### src/rtl/guineveer_uart_rx_pkg.sv
// Shared constants, types and parity helper for the guineveer UART receiver.
package guineveer_uart_rx_pkg;

  localparam int OVERSAMPLE_DEFAULT   = 16;
  localparam int SAMPLE_POINT_DEFAULT = 8;
  localparam int DATA_BITS            = 8;

  // Number of samples per frame: start + data + [parity] + stop.
  localparam logic [3:0] FRAME_BITS_NOPAR = 4'd10;
  localparam logic [3:0] FRAME_BITS_PAR   = 4'd11;

  typedef struct packed {
    logic frame;
    logic parity;
  } uart_rx_err_t;

  typedef enum logic {
    RX_IDLE  = 1'b0,
    RX_FRAME = 1'b1
  } rx_state_t;

  // True when the data byte plus its parity bit do not match the selected parity.
  function automatic logic parity_mismatch(input logic [DATA_BITS-1:0] data,
                                           input logic par_bit,
                                           input logic odd);
    return ((^{data, par_bit}) != odd);
  endfunction

endpackage

### src/rtl/guineveer_uart_rx_sync.sv
// Two-flop synchronizer for the serial line; resets to the idle (high) level.
module guineveer_uart_rx_sync (
  input  logic clk_i,
  input  logic rst_i,
  input  logic d_i,
  output logic q_o
);

  logic [1:0] sync_q;
  logic [1:0] sync_d;

  // Shift the raw line value through the two stages.
  always_comb begin
    sync_d = {sync_q[0], d_i};
  end

  // Synchronizer flops, idle-high after reset.
  always_ff @(posedge clk_i or posedge rst_i) begin
    if (rst_i) begin
      sync_q <= 2'b11;
    end else begin
      sync_q <= sync_d;
    end
  end

  assign q_o = sync_q[1];

endmodule

### src/rtl/guineveer_uart_rx.sv
// guineveer UART receiver: 16x oversampled, 8N1/8E1/8O1, LSB first.
// Optional feature macro: GUINEVEER_UART_RX_SYNC_EN (2-flop input synchronizer on rx).
module guineveer_uart_rx
  import guineveer_uart_rx_pkg::*;
#(
  parameter int OVERSAMPLE   = OVERSAMPLE_DEFAULT,
  parameter int SAMPLE_POINT = SAMPLE_POINT_DEFAULT
) (
  input  logic       clk_i,
  input  logic       rst_i,
  input  logic       rx_enable,
  input  logic       tick_baud_x16,
  input  logic       parity_enable,
  input  logic       parity_odd,
  input  logic       rx,
  output logic       tick_baud,
  output logic       rx_valid,
  output logic [7:0] rx_data,
  output logic       idle,
  output logic       frame_err,
  output logic       rx_parity_err
);

  localparam int DIV_W = $clog2(OVERSAMPLE);
  localparam logic [DIV_W-1:0] DIV_ZERO   = {DIV_W{1'b0}};
  localparam logic [DIV_W-1:0] DIV_ONE    = DIV_W'(1);
  localparam logic [DIV_W-1:0] DIV_LAST   = DIV_W'(OVERSAMPLE - 1);
  localparam logic [DIV_W-1:0] SAMPLE_IDX = DIV_W'(SAMPLE_POINT - 1);

  logic rx_s;

`ifdef GUINEVEER_UART_RX_SYNC_EN
  guineveer_uart_rx_sync u_sync (
    .clk_i (clk_i),
    .rst_i (rst_i),
    .d_i   (rx),
    .q_o   (rx_s)
  );
`else
  assign rx_s = rx;
`endif

  rx_state_t            state_q,      state_d;
  logic [DIV_W-1:0]     baud_div_q,   baud_div_d;
  logic [3:0]           bit_cnt_q,    bit_cnt_d;
  // Holds previously sampled bits; the newest sample enters at the MSB.
  logic [DATA_BITS:0]   sreg_q,       sreg_d;
  logic                 par_en_q,     par_en_d;
  logic                 par_odd_q,    par_odd_d;
  logic                 tick_baud_q,  tick_baud_d;
  logic                 rx_valid_q,   rx_valid_d;
  logic [7:0]           rx_data_q,    rx_data_d;
  uart_rx_err_t         err_q,        err_d;

  logic [3:0]           frame_len_s;
  logic [7:0]           data_s;

  // Frame length and byte position depend on the parity setting latched at start.
  always_comb begin
    frame_len_s = par_en_q ? FRAME_BITS_PAR : FRAME_BITS_NOPAR;
    data_s      = par_en_q ? sreg_q[7:0] : sreg_q[8:1];
  end

  // Next-state and output decode; state only moves on baud strobes.
  always_comb begin
    state_d     = state_q;
    baud_div_d  = baud_div_q;
    bit_cnt_d   = bit_cnt_q;
    sreg_d      = sreg_q;
    par_en_d    = par_en_q;
    par_odd_d   = par_odd_q;
    tick_baud_d = 1'b0;
    rx_valid_d  = 1'b0;
    rx_data_d   = rx_data_q;
    err_d       = '{frame: 1'b0, parity: 1'b0};

    if (!rx_enable) begin
      state_d    = RX_IDLE;
      baud_div_d = DIV_ZERO;
      bit_cnt_d  = 4'd0;
      sreg_d     = {(DATA_BITS+1){1'b0}};
      par_en_d   = 1'b0;
      par_odd_d  = 1'b0;
      rx_data_d  = 8'h00;
    end else if (tick_baud_x16) begin
      case (state_q)
        RX_IDLE: begin
          if (!rx_s) begin
            state_d    = RX_FRAME;
            baud_div_d = DIV_ONE;
            bit_cnt_d  = parity_enable ? FRAME_BITS_PAR : FRAME_BITS_NOPAR;
            par_en_d   = parity_enable;
            par_odd_d  = parity_odd;
          end else begin
            state_d = RX_IDLE;
          end
        end
        RX_FRAME: begin
          baud_div_d = (baud_div_q == DIV_LAST) ? DIV_ZERO : (baud_div_q + DIV_ONE);
          if (baud_div_q == SAMPLE_IDX) begin
            tick_baud_d = 1'b1;
            sreg_d      = {rx_s, sreg_q[DATA_BITS:1]};
            bit_cnt_d   = bit_cnt_q - 4'd1;
            if (bit_cnt_q == frame_len_s) begin
              // A start bit that reads high was noise: drop back to idle.
              state_d = rx_s ? RX_IDLE : RX_FRAME;
            end else if (bit_cnt_q == 4'd1) begin
              state_d      = RX_IDLE;
              rx_valid_d   = 1'b1;
              rx_data_d    = data_s;
              err_d.frame  = ~rx_s;
              err_d.parity = par_en_q & parity_mismatch(data_s, sreg_q[DATA_BITS], par_odd_q);
            end else begin
              state_d = RX_FRAME;
            end
          end else begin
            state_d = RX_FRAME;
          end
        end
        default: begin
          state_d = RX_IDLE;
        end
      endcase
    end else begin
      state_d = state_q;
    end
  end

  // Receiver state and registered outputs.
  always_ff @(posedge clk_i or posedge rst_i) begin
    if (rst_i) begin
      state_q     <= RX_IDLE;
      baud_div_q  <= DIV_ZERO;
      bit_cnt_q   <= 4'd0;
      sreg_q      <= {(DATA_BITS+1){1'b0}};
      par_en_q    <= 1'b0;
      par_odd_q   <= 1'b0;
      tick_baud_q <= 1'b0;
      rx_valid_q  <= 1'b0;
      rx_data_q   <= 8'h00;
      err_q       <= '{frame: 1'b0, parity: 1'b0};
    end else begin
      state_q     <= state_d;
      baud_div_q  <= baud_div_d;
      bit_cnt_q   <= bit_cnt_d;
      sreg_q      <= sreg_d;
      par_en_q    <= par_en_d;
      par_odd_q   <= par_odd_d;
      tick_baud_q <= tick_baud_d;
      rx_valid_q  <= rx_valid_d;
      rx_data_q   <= rx_data_d;
      err_q       <= err_d;
    end
  end

  assign tick_baud     = tick_baud_q;
  assign rx_valid      = rx_valid_q;
  assign rx_data       = rx_data_q;
  assign idle          = (state_q == RX_IDLE);
  assign frame_err     = err_q.frame;
  assign rx_parity_err = err_q.parity;

endmodule

### config.mk
export PLATFORM = sky130hd
export DESIGN_NAME = guineveer_uart_rx
export DESIGN_NICKNAME = d
export VERILOG_FILES = /design/src/rtl/guineveer_uart_rx_pkg.sv /design/src/rtl/guineveer_uart_rx_sync.sv /design/src/rtl/guineveer_uart_rx.sv
export SDC_FILE = /design/constraint.sdc
export NUM_CORES = 1
export LEC_CHECK = 0
export CORE_UTILIZATION = 44
export CTS_BUF_LIST = sky130_fd_sc_hd__clkbuf_8
export CTS_CLUSTER_DIAMETER = 100
export DETAILED_ROUTE_END_ITERATION = 7
export DONT_BUFFER_PORTS = 1
export GPL_TIMING_DRIVEN = 0
export PLACE_DENSITY = 0.64
export SLEW_MARGIN = 15
export SYNTH_ARGS = -nofsm -noshare
export SYNTH_HDL_FRONTEND = slang
export SYNTH_HIERARCHICAL = 1
export SYNTH_SLANG_ARGS = --single-unit
### constraint.sdc
create_clock -name clk_i -period 1.5 [get_ports clk_i]
set_clock_uncertainty 0.2 [all_clocks]
set_input_delay 0.3 -clock clk_i [delete_from_list [all_inputs] [get_ports clk_i]]
set_output_delay 0.3 -clock clk_i [all_outputs]
set_load 0.05 [all_outputs]
# After elaboration in Yosys (flattened, before gate mapping)
# Cells that the tools add are included.
[totals]
reg_bits = 32
[classes]
n_addsub = 2
bitwise = 3
mux = 54
n_eq_ne = 14
reduce_logical = 6
[op_table]
columns = ["operator", "count"]
rows = [
  ["$mux W8", 7],
  ["$mux W9", 4],
  ["$mux W4", 8],
  ["$mux W1", 26],
  ["$pmux W4 S2", 2],
  ["$mux W2", 6],
  ["$reduce_and A3 Y1", 3],
  ["$reduce_xor A9 Y1", 1],
  ["$ne A2 B1 Y1 const B", 4],
  ["$ne A2 B2 Y1 const B", 3],
  ["$reduce_and A5 Y1", 1],
  ["$add A4 B1 Y4 const B", 1],
  ["$eq A4 B1 Y1 const B", 1],
  ["$eq A4 B3 Y1 const B", 1],
  ["$eq A4 B4 Y1", 1],
  ["$eq A4 B4 Y1 const B", 1],
  ["$sub A4 B1 Y4 const B", 1],
  ["$ne A3 B2 Y1 const B", 1],
  ["$ne A3 B3 Y1 const B", 1],
  ["$not A1 Y1", 2],
  ["$pmux W1 S2", 1],
  ["$reduce_and A2 Y1", 1],
  ["$and A1 B1 Y1", 1],
  ["$ne A1 B1 Y1", 1],
]

# Logic depth before layout (Yosys ltp)
[logic_depth]
depth_word = 10
depth_mapped = 7

# Least setup slack after synthesis
# No wires, ideal clock.
[synth_path]
path_type = "register to register"
from = "reg baud_div_q[0]"
to = "reg rx_data_q[0] (netlist: rx_data[0])"
arrival_time_ns = 1.369
setup_time_ns = 0.087
path_slack_ns = -0.156
stages_incl_launch_ff = 7
cell_sequence = "dfrtp_1 -> ha_1 -> nand4b_2 -> nor2_4 -> buf_6 -> nor2_1 -> a211oi_2"
[synth_via]
elab_chain_cells = 3
[synth_lines]
columns = ["element", "line_no", "source"]
rows = [
  ["start, declared", "guineveer_uart_rx.sv:44", "logic [DIV_W-1:0] baud_div_q, baud_div_d;"],
  ["start signal, assigned", "guineveer_uart_rx.sv:144", "baud_div_q <= baud_div_d;"],
  ["$eq A4 B3 Y1", "guineveer_uart_rx.sv:100", "if (baud_div_q == SAMPLE_IDX) begin"],
  ["$ne A2 B1 Y1 (no line)", "--", ""],
  ["$reduce_and A5 Y1 (no line)", "--", ""],
  ["end signal, assigned", "guineveer_uart_rx.sv:151", "rx_data_q <= rx_data_d;"],
  ["end, declared", "guineveer_uart_rx.sv:52", "logic [7:0] rx_data_q, rx_data_d;"],
]
# Every way passes these cells.
# A chain may end at the register's enable or synchronous reset.

# Worst setup path after layout
[layout_path]
from = "reg baud_div_q[2]"
to = "reg sreg_q[6]"
[layout_via]
elab_chain_cells = 3
[layout_lines]
columns = ["element", "line_no", "source"]
rows = [
  ["$eq A4 B3 Y1", "guineveer_uart_rx.sv:100", ""],
  ["$ne A2 B1 Y1 (no line)", "--", ""],
  ["$reduce_and A3 Y1 (no line)", "--", ""],
  ["end signal, assigned", "guineveer_uart_rx.sv:135", "sreg_q <= {(DATA_BITS+1){1'b0}};"],
  ["end signal, assigned", "guineveer_uart_rx.sv:146", "sreg_q <= sreg_d;"],
  ["end, declared", "guineveer_uart_rx.sv:47", "logic [DATA_BITS:0] sreg_q, sreg_d;"],
]
# Every way passes these cells.

==> impl_metrics.env <==
export IMPL_coreArea_um2=3660
export IMPL_cts_root_buf="clkbuf_8"
export IMPL_grt_pass1_vias=1367
export IMPL_cp_cell_sequence="nand3b_1, or2_4, buf_8, nand2_2, a21oi_2"
export IMPL_path_delay_family="simple AND/OR/NAND/NOR gates"
export IMPL_grt_max_degree=33
export IMPL_insertedDiodeCount=0
export IMPL_worstMarginPinSlew_ns=0.681
export IMPL_seq_area_frac_synth=0.475
export IMPL_post_route_cells_drive_above_1_share=0.432
export IMPL_clkPwrFrac=0.378
export IMPL_synth_seq_cells=32
export IMPL_violations="negative setup slack"
export IMPL_synth_cell_types=43
export IMPL_pwr_share_comb=0.124
export IMPL_grt_pass1_wl_um=6470
export IMPL_critPathMaxStageDelay_ns=0.52
export IMPL_switching_share=0.254
export IMPL_num_rows=22
export IMPL_status="complete, but fails checks"
export IMPL_drc=0
export IMPL_cp_max_fo=8
export IMPL_io_buffers=0
export IMPL_final_cell_mix="29 x dfrtp_1, 20 x buf_4, 12 x nand2_1"
export IMPL_synthCells=168
export IMPL_async_flop_share=1.00
export IMPL_clkTransAtPathRegs_ns=0.07
export IMPL_vias=1427
export IMPL_cp_data_arrival_time_ns=1.58
export IMPL_synth_enable_flop_cells=0
export IMPL_hold_start="parity_enable"
export IMPL_reg2reg_setup_slack_ns=-0.15
export IMPL_viasPerCell=5.62
export IMPL_synthToLayoutAreaGrowth_pct=37.9
export IMPL_routabilityCongestion=0.846
export IMPL_first_pass_iters=4
export IMPL_drt_wl_total_um=4190
export IMPL_ant_nets=0
export IMPL_vdd_ir_drop_worst_mv=0.488
export IMPL_fmax_mhz=608
export IMPL_start_kind="flop"
export IMPL_r2r_start="baud_div_q[2]"
export IMPL_report_final_slew_viol_count=0
export IMPL_r2r_end="sreg_q[6]"
export IMPL_synth_ff_type="dfrtp_1"
export IMPL_worstHoldEndpoint="par_en_q"
export IMPL_gr_total_overflow=0
export IMPL_layout_nets=215
export IMPL_io_pins=20
export IMPL_worst_path_buf_inv=1
export IMPL_grt_use_total=0.214
export IMPL_p_leak_nw=0.940
export IMPL_intPower_w=0.00134
export IMPL_grt_antenna_before_repair=0
export IMPL_fin_ws_ns=-0.145
export IMPL_clockBufferDepth=2
export IMPL_hold_viol_final=0
export IMPL_worstHoldPathType="in -> reg"
export IMPL_final_common_cell="dfrtp_1"
export IMPL_path_class="reg -> reg"
export IMPL_min_path_cells=2
export IMPL_maxCapViolations=0
export IMPL_syn_num_nets=178
export IMPL_yosysWarningCount=6
export IMPL_dp_hpwl_um=2430
export IMPL_cts_tree="built"
export IMPL_avgSynthCellArea_um2=10.0
export IMPL_slew_headroom=0.546
export IMPL_post_place_cells=216
export IMPL_powerDensity_nw_per_um2=772
export IMPL_p_switching_w=0.000456
export IMPL_r2r_cells=5
export IMPL_clk_latency_ns=0.29
export IMPL_critPathCaptureType="flop"
export IMPL_numCtsBuffers=5
export IMPL_fin_tns_setup_ns=-2.99
export IMPL_wl_per_cell_um=16.5
export IMPL_htree_num_levels=2
export IMPL_finalSetupViolations=30
export IMPL_required_ns=1.44
export IMPL_seqPwrFrac=0.499
export IMPL_die_w_um=63.9
export IMPL_stdcell_count=254
export IMPL_die_area_um2=4080
export IMPL_clkSinkCount=32
export IMPL_crit_slowest_cell="dfrtp_1"
export IMPL_fin_crit_sh=1.10
export IMPL_grt_setup_unrepaired="true"
export IMPL_drtIter0Drc=125
export IMPL_netlist_area_um2=1690
export IMPL_die_h_um=63.9
export IMPL_initial_core_util=0.460
export IMPL_min_period_ns=1.65
sequential cells by signal, indices dropped and copies added, names as in the netlist:
name and cells:
tick_baud 1, sreg_q 9, bit_cnt_q 4, rx_data 8
par_en_q 1, rx_valid 1, baud_div_q 4, frame_err 1
rx_parity_err 1, par_odd_q 1, state_q 1
how the worst max path moves through the flow:
| stage | end | startpoint | depth (start not counted) | slack [ns] |
|---|---|---|---|---|
| after floorplan | rx_data[0] | bit_cnt_q[1] | 7 | -0.08 |
| after global placement | rx_data[0] | bit_cnt_q[1] | 7 | -0.20 |
| after detailed placement | rx_data[0] | bit_cnt_q[1] | 7 | -0.28 |
| after CTS | rx_parity_err | sreg_q[4] | 4 | -0.14 |
| after global routing | rx_data[5] | bit_cnt_q[1] | 7 | -0.21 |
| final | sreg_q[6] | baud_div_q[2] | 5 | -0.15 |
power by group through the flow:
stage | Sequential [W] | Combinational (W) | Clock [W]
6_report | 0.000895 | 0.000222 | 0.000677
5_1_grt | 0.000896 | 0.000240 | 0.000742
4_1_cts | 0.000895 | 0.000199 | 0.000685
3_5_place_dp | 0.000913 | 0.000146 | 0
3_3_place_gp | 0.000911 | 0.000141 | 0
2_1_floorplan | 0.000908 | 0.000118 | 0
cell usage after synthesis, types with 3 or more instances:
cell type	number	share of area
dfrtp_1	32	0.48
nand2_1	21	0.047
nor2_1	18	0.040
a21oi_1	12	0.036
mux2i_1	10	0.059
a211oi_1	9	0.040
inv_1	9	0.020
xnor2_1	6	0.031
buf_2	5	0.015
clkbuf_1	3	0.0067
ha_1	3	0.022
kinds of logic (layout without fill, tap and decap cells):
kind of cell    after synthesis  in the layout  synth area share
compound gates               37             37             0.154
mux                          10             10            0.0594
xor+xnor                     10             10            0.0690
fa+ha+maj                     3              3            0.0223
simple gates                 57             57             0.170
buf+inv                      19             57            0.0505
flops                        32             32             0.475
final cells by class:
cell class	instances	area, um2
clock buffer	6	82.6
fill	281	1340
sequential	32	805
tap	48	60.1
clock inverter	2	7.51
inverter	10	50.0
buffer	9	70.1
multi-input combinational	117	987
timing repair buffer	30	262
timing repair:
| item | CTS | global route |
|---|---|---|
| endpoints found under the setup margin | 26 | 30 |
| hold buffers | 5 | 0 |
| hold endpoints to repair | 37 | 0 |
| gates cloned | 2 | 0 |
| buffers inserted | 15 | 8 |
| gates resized for setup | 31 | 23 |
| pin swaps | 20 | 17 |
layer usage:
| layer | vias to the layer above | global-route usage | wire length (um) |
|---|---|---|---|
| met2 | 47 | 0.342 | 2060 |
| met4 | 0 | 0.0625 | 50 |
| met5 | - | 0 | 0 |
| met3 | 8 | 0.0696 | 236 |
| met1 | 717 | 0.274 | 1850 |
| li1 | 655 | - | - |
per-stage QoR:
step	hold slack (ns)	setup slack [ns]	area [um2]	utilization	power (W)
3_5_place_dp	0.120	-0.281	1790	0.489	0.00106
6_report	0.00742	-0.145	2320	0.635	0.00179
5_1_grt	0.0212	-0.208	2320	0.635	0.00188
3_3_place_gp	0.183	-0.201	1790	0.489	0.00105
4_1_cts	0.00289	-0.143	2160	0.591	0.00178
2_1_floorplan	0.173	-0.0824	1730	-	0.00103
worst reg2reg max path, delay by kind of cell (launching register included):
kind	cells	cell delay, ns
buffers and inverters	1	0.15
AO/OA/AOI/OAI	1	0.05
flip-flops	1	0.52
AND/OR/NAND/NOR	3	0.58
Power figures use the tool's default switching activity.
